<file path="src/rtl/gray_decoder_pkg.sv">
// Shared constants and elaboration-time helpers for the Gray-to-binary decoder.
package gray_decoder_pkg;

    localparam int DEFAULT_WIDTH = 32;

    // Prefix-XOR depth: ceil(log2(width)), and zero stages for a single bit.
    function automatic int num_prefix_stages(input int width);
        if (width <= 1) begin
            return 0;
        end
        return $clog2(width);
    endfunction

endpackage

</file>
<file path="src/rtl/gray_prefix_xor_stage.sv">
// One level of the MSB-toward-LSB prefix-XOR network: each bit folds in the
// bit SHIFT positions above it, and bits without a partner pass straight through.
module gray_prefix_xor_stage #(
    parameter int WIDTH = 32,
    parameter int SHIFT = 1
) (
    input  logic [WIDTH-1:0] i_data,
    output logic [WIDTH-1:0] o_data
);

    for (genvar i = 0; i < WIDTH; i++) begin : g_bit
        if (i + SHIFT < WIDTH) begin : g_pair
            assign o_data[i] = i_data[i] ^ i_data[i+SHIFT];
        end else begin : g_pass
            assign o_data[i] = i_data[i];
        end
    end

endmodule

</file>
<file path="src/rtl/gray_decoder.sv">
// Gray-to-binary decoder with a zero-latency combinational result and a
// one-cycle registered result qualified by o_valid.
module gray_decoder
    import gray_decoder_pkg::*;
#(
    parameter int WIDTH = DEFAULT_WIDTH
) (
    input  logic             i_clk,
    input  logic             i_rst,
    input  logic [WIDTH-1:0] i_gray,
    input  logic             i_valid,
    output logic [WIDTH-1:0] o_bin,
    output logic [WIDTH-1:0] o_bin_q,
    output logic             o_valid
);

    localparam int NUM_STAGES = num_prefix_stages(WIDTH);

    // After stage s, bit i holds the XOR of i_gray[i +: 2^(s+1)], clamped at the MSB.
    logic [WIDTH-1:0] stage_w [NUM_STAGES+1];

    assign stage_w[0] = i_gray;

    for (genvar s = 0; s < NUM_STAGES; s++) begin : g_stage
        gray_prefix_xor_stage #(
            .WIDTH (WIDTH),
            .SHIFT (1 << s)
        ) u_stage (
            .i_data (stage_w[s]),
            .o_data (stage_w[s+1])
        );
    end

    assign o_bin = stage_w[NUM_STAGES];

    logic [WIDTH-1:0] bin_d;
    logic [WIDTH-1:0] bin_q;
    logic             valid_d;
    logic             valid_q;

    always_comb begin
        bin_d   = bin_q;
        valid_d = i_valid;
        if (i_valid) begin
            bin_d = o_bin;
        end
    end

    // NOTE: state registers use non-blocking assignments so every flop samples
    // pre-edge values; blocking here would create order-dependent simulation races.
    always_ff @(posedge i_clk) begin
        if (i_rst) begin
            bin_q   <= '0;
            valid_q <= 1'b0;
        end else begin
            bin_q   <= bin_d;
            valid_q <= valid_d;
        end
    end

    assign o_bin_q = bin_q;
    assign o_valid = valid_q;

endmodule

</file>
<file path="config.mk">
export PLATFORM = sky130hd
export DESIGN_NAME = gray_decoder
export DESIGN_NICKNAME = d
export VERILOG_FILES = /design/src/rtl/gray_decoder_pkg.sv /design/src/rtl/gray_prefix_xor_stage.sv /design/src/rtl/gray_decoder.sv
export SDC_FILE = /design/constraint.sdc
export NUM_CORES = 1
export LEC_CHECK = 0
export CAP_MARGIN = 40
export CORE_UTILIZATION = 40
export CTS_BUF_LIST = sky130_fd_sc_hd__clkbuf_8
export CTS_CLUSTER_SIZE = 28
export DETAILED_ROUTE_END_ITERATION = 16
export PLACE_DENSITY = 0.74
export SYNTH_ARGS = -nofsm -noshare
export SYNTH_HDL_FRONTEND = slang
export SYNTH_HIERARCHICAL = 1
export SYNTH_SLANG_ARGS = --single-unit
export TNS_END_PERCENT = 5
</file>
<file path="constraint.sdc">
create_clock -name i_clk -period 5.05 [get_ports i_clk]
set_input_delay 1.01 -clock i_clk [delete_from_list [all_inputs] [get_ports i_clk]]
set_output_delay 1.01 -clock i_clk [all_outputs]
set_load 0.01 [all_outputs]
</file>
# Word-level counts from Yosys, hierarchy flattened

Index checks and enable logic that the tools add are counted.

Register bits after elaboration: 33
Bits of input ports: 35
Output and inout port bits: 65

Bitwise operators: 129

Operators with widths:

| kind        | number |
|---|---|
| $xor 1x1->1 | 129 |

# Logic depth before layout (Yosys ltp)

Depth after elaboration: 5
Gate-level depth with buffers: 7
Gate-level depth less buffers: 7

# Hierarchy

Netlist, hierarchy kept.

By module, submodules not included:

| module                                      | seq. area each (µm²) | cells an instance | instances | area each (µm²) |
|---|---|---|---|---|
| gray_decoder                                | 660.6                | 106               | 1         | 1202.4 |
| gray_prefix_xor_stage at g_stage[0].u_stage | 0.0                  | 32                | 1         | 279.0 |
| gray_prefix_xor_stage at g_stage[1].u_stage | 0.0                  | 32                | 1         | 277.8 |
| gray_prefix_xor_stage at g_stage[2].u_stage | 0.0                  | 32                | 1         | 275.3 |
| gray_prefix_xor_stage at g_stage[3].u_stage | 0.0                  | 32                | 1         | 270.3 |
| gray_prefix_xor_stage at g_stage[4].u_stage | 0.0                  | 32                | 1         | 260.2 |

# Worst setup path after synthesis

Ideal clock, no wire load.

Path kind: input to output
Start point: input port i_gray[19]
End point: output port o_bin[1]
Path slack: 1.809 ns
Arrival time: 2.231 ns
Buffers on the path: 0
Stages on the path: 5
Data required time: 4.040 ns
Cells stage by stage: xor2_1 xor2_1 xor2_1 xor2_1 xor2_1

RTL lines:

| element     | line               | text |
|---|---|---|
| from (decl) | gray_decoder.sv:10 | `input logic [WIDTH-1:0] i_gray,` |
| to (decl)   | gray_decoder.sv:12 | `output logic [WIDTH-1:0] o_bin,` |

==> impl_metrics.py <==
metrics = {
    "clocking": {
        "cts_max_level": 2,
        "cts_resized": 0,
        "cts_buffer_depth": 2,
        "clk_pin_slew_ns": 0.07,
        "clock-sinks": 33,
        "postCtsSetupRepairBufs": 0,
        "cts_tree": "yes",
        "holdBufCountCts": 0,
        "numCtsBuffers": 5,
        "clock_latency_ns": 0.28,
        "root_buffer": "clkbuf_8",
    },
    "timing": {
        "fin_ws_ns": 0.378,
        "timing.hold.ws_ns": 0.495,
        "setup_viol": 0,
        "maxSlewHeadroom_pct": 75.3,
        "finalCriticalPeriod_ns": 4.67,
        "rsz0062_at_grt": "no",
        "post-route-period-util_pct": 92.5,
        "tns_ns": 0,
        "finalHoldViolations": 0,
        "finClkSkew_ns": 0,
        "fmax_ghz": 0.214,
        "finalMaxSlewViolations": 0,
        "tightestPinTransition_ns": 0.370,
    },
    "logic_synthesis": {
        "async_flop_share_pct": 0,
        "synth_ff_type": "dfxtp_1",
        "synth_top_area_share_pct": 44.0,
        "ys_seq_area_share_pct": 25.8,
        "synth.most_common_cell": "xor2_1",
        "ys_types": 11,
        "synth_top_area_cell": "xor2_1",
        "netlist_top_cells_area": "xor2_1 44%, dfxtp_1 26%, mux2i_1 12%",
        "yosys-top-cells-count": "129 x xor2_1, 33 x dfxtp_1, 32 x mux2i_1, 31 x buf_4, 30 x nor2_1",
        "synth.avg_cell_area_um2": 9.64,
        "synth_warnings": 6,
        "mappedNetlistArea_um2": 2560,
        "synth-edff-count": 0,
        "synth_fp_nets": 301,
        "synth_cells": 266,
        "synth_seq_cells": 33,
    },
    "floorplan": {
        "pin_count": 100,
        "fp.coreArea_um2": 6060,
        "dieArea_um2": 6740,
        "start_util_pct": 42.3,
        "dieWidth_um": 82.1,
        "dieHeight_um": 82.1,
        "rows": 28,
    },
    "final_layout": {
        "area_growth_pct": 37.5,
        "antenna-diode-count": 0,
        "fill_cells": 558,
        "final_area_um2": 3530,
        "final_layout_size_suffix_gt1_share_pct": 5.81,
        "fin_nets": 378,
    },
    "setup_path": {
        "cp_max_fo": 3,
        "crit_type": "in2out",
        "endpoint_kind": "output port",
        "crit_family": "XOR/XNOR gates",
        "cp_slowest_stage_delay_ns": 0.58,
        "r2r_start": "o_bin_q[4]",
        "arrival_ns": 3.66,
        "critPathMostFrequentCell": "xor2_1",
        "crit_slowest_cell": "clkdlybuf4s50_1",
        "startpoint": "i_gray[28]",
        "path_cells": "clkdlybuf4s50_1, xor2_1, xor2_1, xor2_1, xor2_1, xor2_1, clkdlybuf4s50_1",
        "worst_setup_path_start_kind": "primary input",
        "cp.required_ns": 4.04,
        "critical_path_buf_inv_count": 2,
    },
    "detailed_routing": {
        "dr.pass1.iters": 4,
        "ant_nets": 0,
        "via_count": 1880,
        "routed_wl_um": 5620,
        "routedWlPerCell_um": 13.4,
        "vias_per_cell": 4.49,
        "drt_drc_violations_left": 0,
        "drtIter0Drc": 33,
    },
    "global_routing": {
        "grt_pass1_vias": 1866,
        "grt_use_total_pct": 17.8,
        "grt_pass1_wl_um": 9060,
        "grt_overflow": 0,
        "antenna_found_initial": 0,
        "grt_max_degree": 34,
    },
    "place": {
        "pre_cts_ws_ns": 0.379,
        "gp_congestion": 0.811,
        "dp_hpwl_um": 4800,
        "place_area_um2": 3410,
        "portBuffers": 99,
    },
    "worst_hold_path": {
        "min_from": "o_bin_q[15]",
        "hp-class": "reg2reg",
    },
    "job": {
        "max_cap_violations": 0,
    },
    "power": {
        "leakage_nw": 1.56,
        "power.density_nw_per_um2": 590,
        "peakVddDrop_mv": 0.422,
    },
    "run_status": {
        "status": "finished, final reports clean",
    },
}
## tightest hold or removal path: cells and delay by family (launching register included)
kind / cells / cell delay [ns]
flip-flops: 1 / 0.33
AND/OR/NAND/NOR: 1 / 0.07
multiplexers: 1 / 0.06
## routing by layer
| layer | vias to the layer above | track usage (%) | wire length, um |
|---|---|---|---|
| li1 | 948 | - | - |
| met1 | 861 | 24.2 | 2820 |
| met2 | 67 | 27.6 | 2440 |
| met3 | 4 | 3.33 | 316 |
| met4 | 0 | 6.32 | 49 |
| met5 | - | 0 | 0 |
## where the power goes
part	total [W]	internal, W	switching, W	leakage, nW
sequential	0.000379	0.000340	0.0000387	0.273
clock	0.000255	0.000159	0.0000960	0.0626
combinational	0.00145	0.000769	0.000679	1.23
total	0.00208	0.00127	0.000814	1.56
## stage by stage
| stage | utilization [%] | instances | total power [W] |
|---|---|---|---|
| 5_1_grt | 58.2 | 419 | 0.00222 |
| 4_1_cts | 58.2 | 419 | 0.00210 |
| 6_report | 58.2 | 419 | 0.00208 |
| 2_1_floorplan | - | 266 | 0.00120 |
| 3_3_place_gp | 55.9 | 410 | 0.00182 |
| 3_5_place_dp | 56.3 | 411 | 0.00184 |
## registers in the layout, indices dropped and copies added, names as in the netlist
| name | cells |
|---|---|
| o_bin_q | 32 |
| o_valid | 1 |
## final cells by class
| cell class | instances | area, um^2 | area share [%] |
|---|---|---|---|
| Multi-Input combinational cell | 194 | 1580 | 44.9 |
| Sequential cell | 33 | 661 | 18.7 |
| Tap cell | 75 | 93.8 | 2.66 |
| Timing Repair Buffer | 109 | 1070 | 30.4 |
| Clock inverter | 2 | 33.8 | 0.958 |
| Clock buffer | 6 | 82.6 | 2.34 |
## cells by family after synthesis
group / after synthesis / share of synthesized area [%]
XOR/XNOR: 129 / 44.0
buffers and inverters: 39 / 12.6
flip-flops: 33 / 25.8
AND/OR/NAND/NOR: 33 / 5.12
multiplexers: 32 / 12.5
## layout by cell type, fill, tap and decap left out
| cell | n |
|---|---|
| buf_12 | 1 |
| buf_2 | 1 |
| buf_4 | 9 |
| bufinv_16 | 1 |
| clkbuf_8 | 6 |
| clkdlybuf4s50_1 | 98 |
| dfxtp_1 | 33 |
| inv_1 | 1 |
| mux2i_1 | 32 |
| nor2_1 | 30 |
| nor2_2 | 2 |
| nor2b_1 | 1 |
| xor2_1 | 129 |
## worst paths after layout
path / endpoint / slack (ns) / cells after the start
hold / removal: o_bin_q[15] / 0.50 / 2
hold reg to reg: o_bin_q[15] / 0.50 / 2
setup / recovery: o_bin[7] / 0.38 / 7
setup reg to reg: o_bin_q[4] / 4.42 / 2
Power figures use the tool's default switching activity.
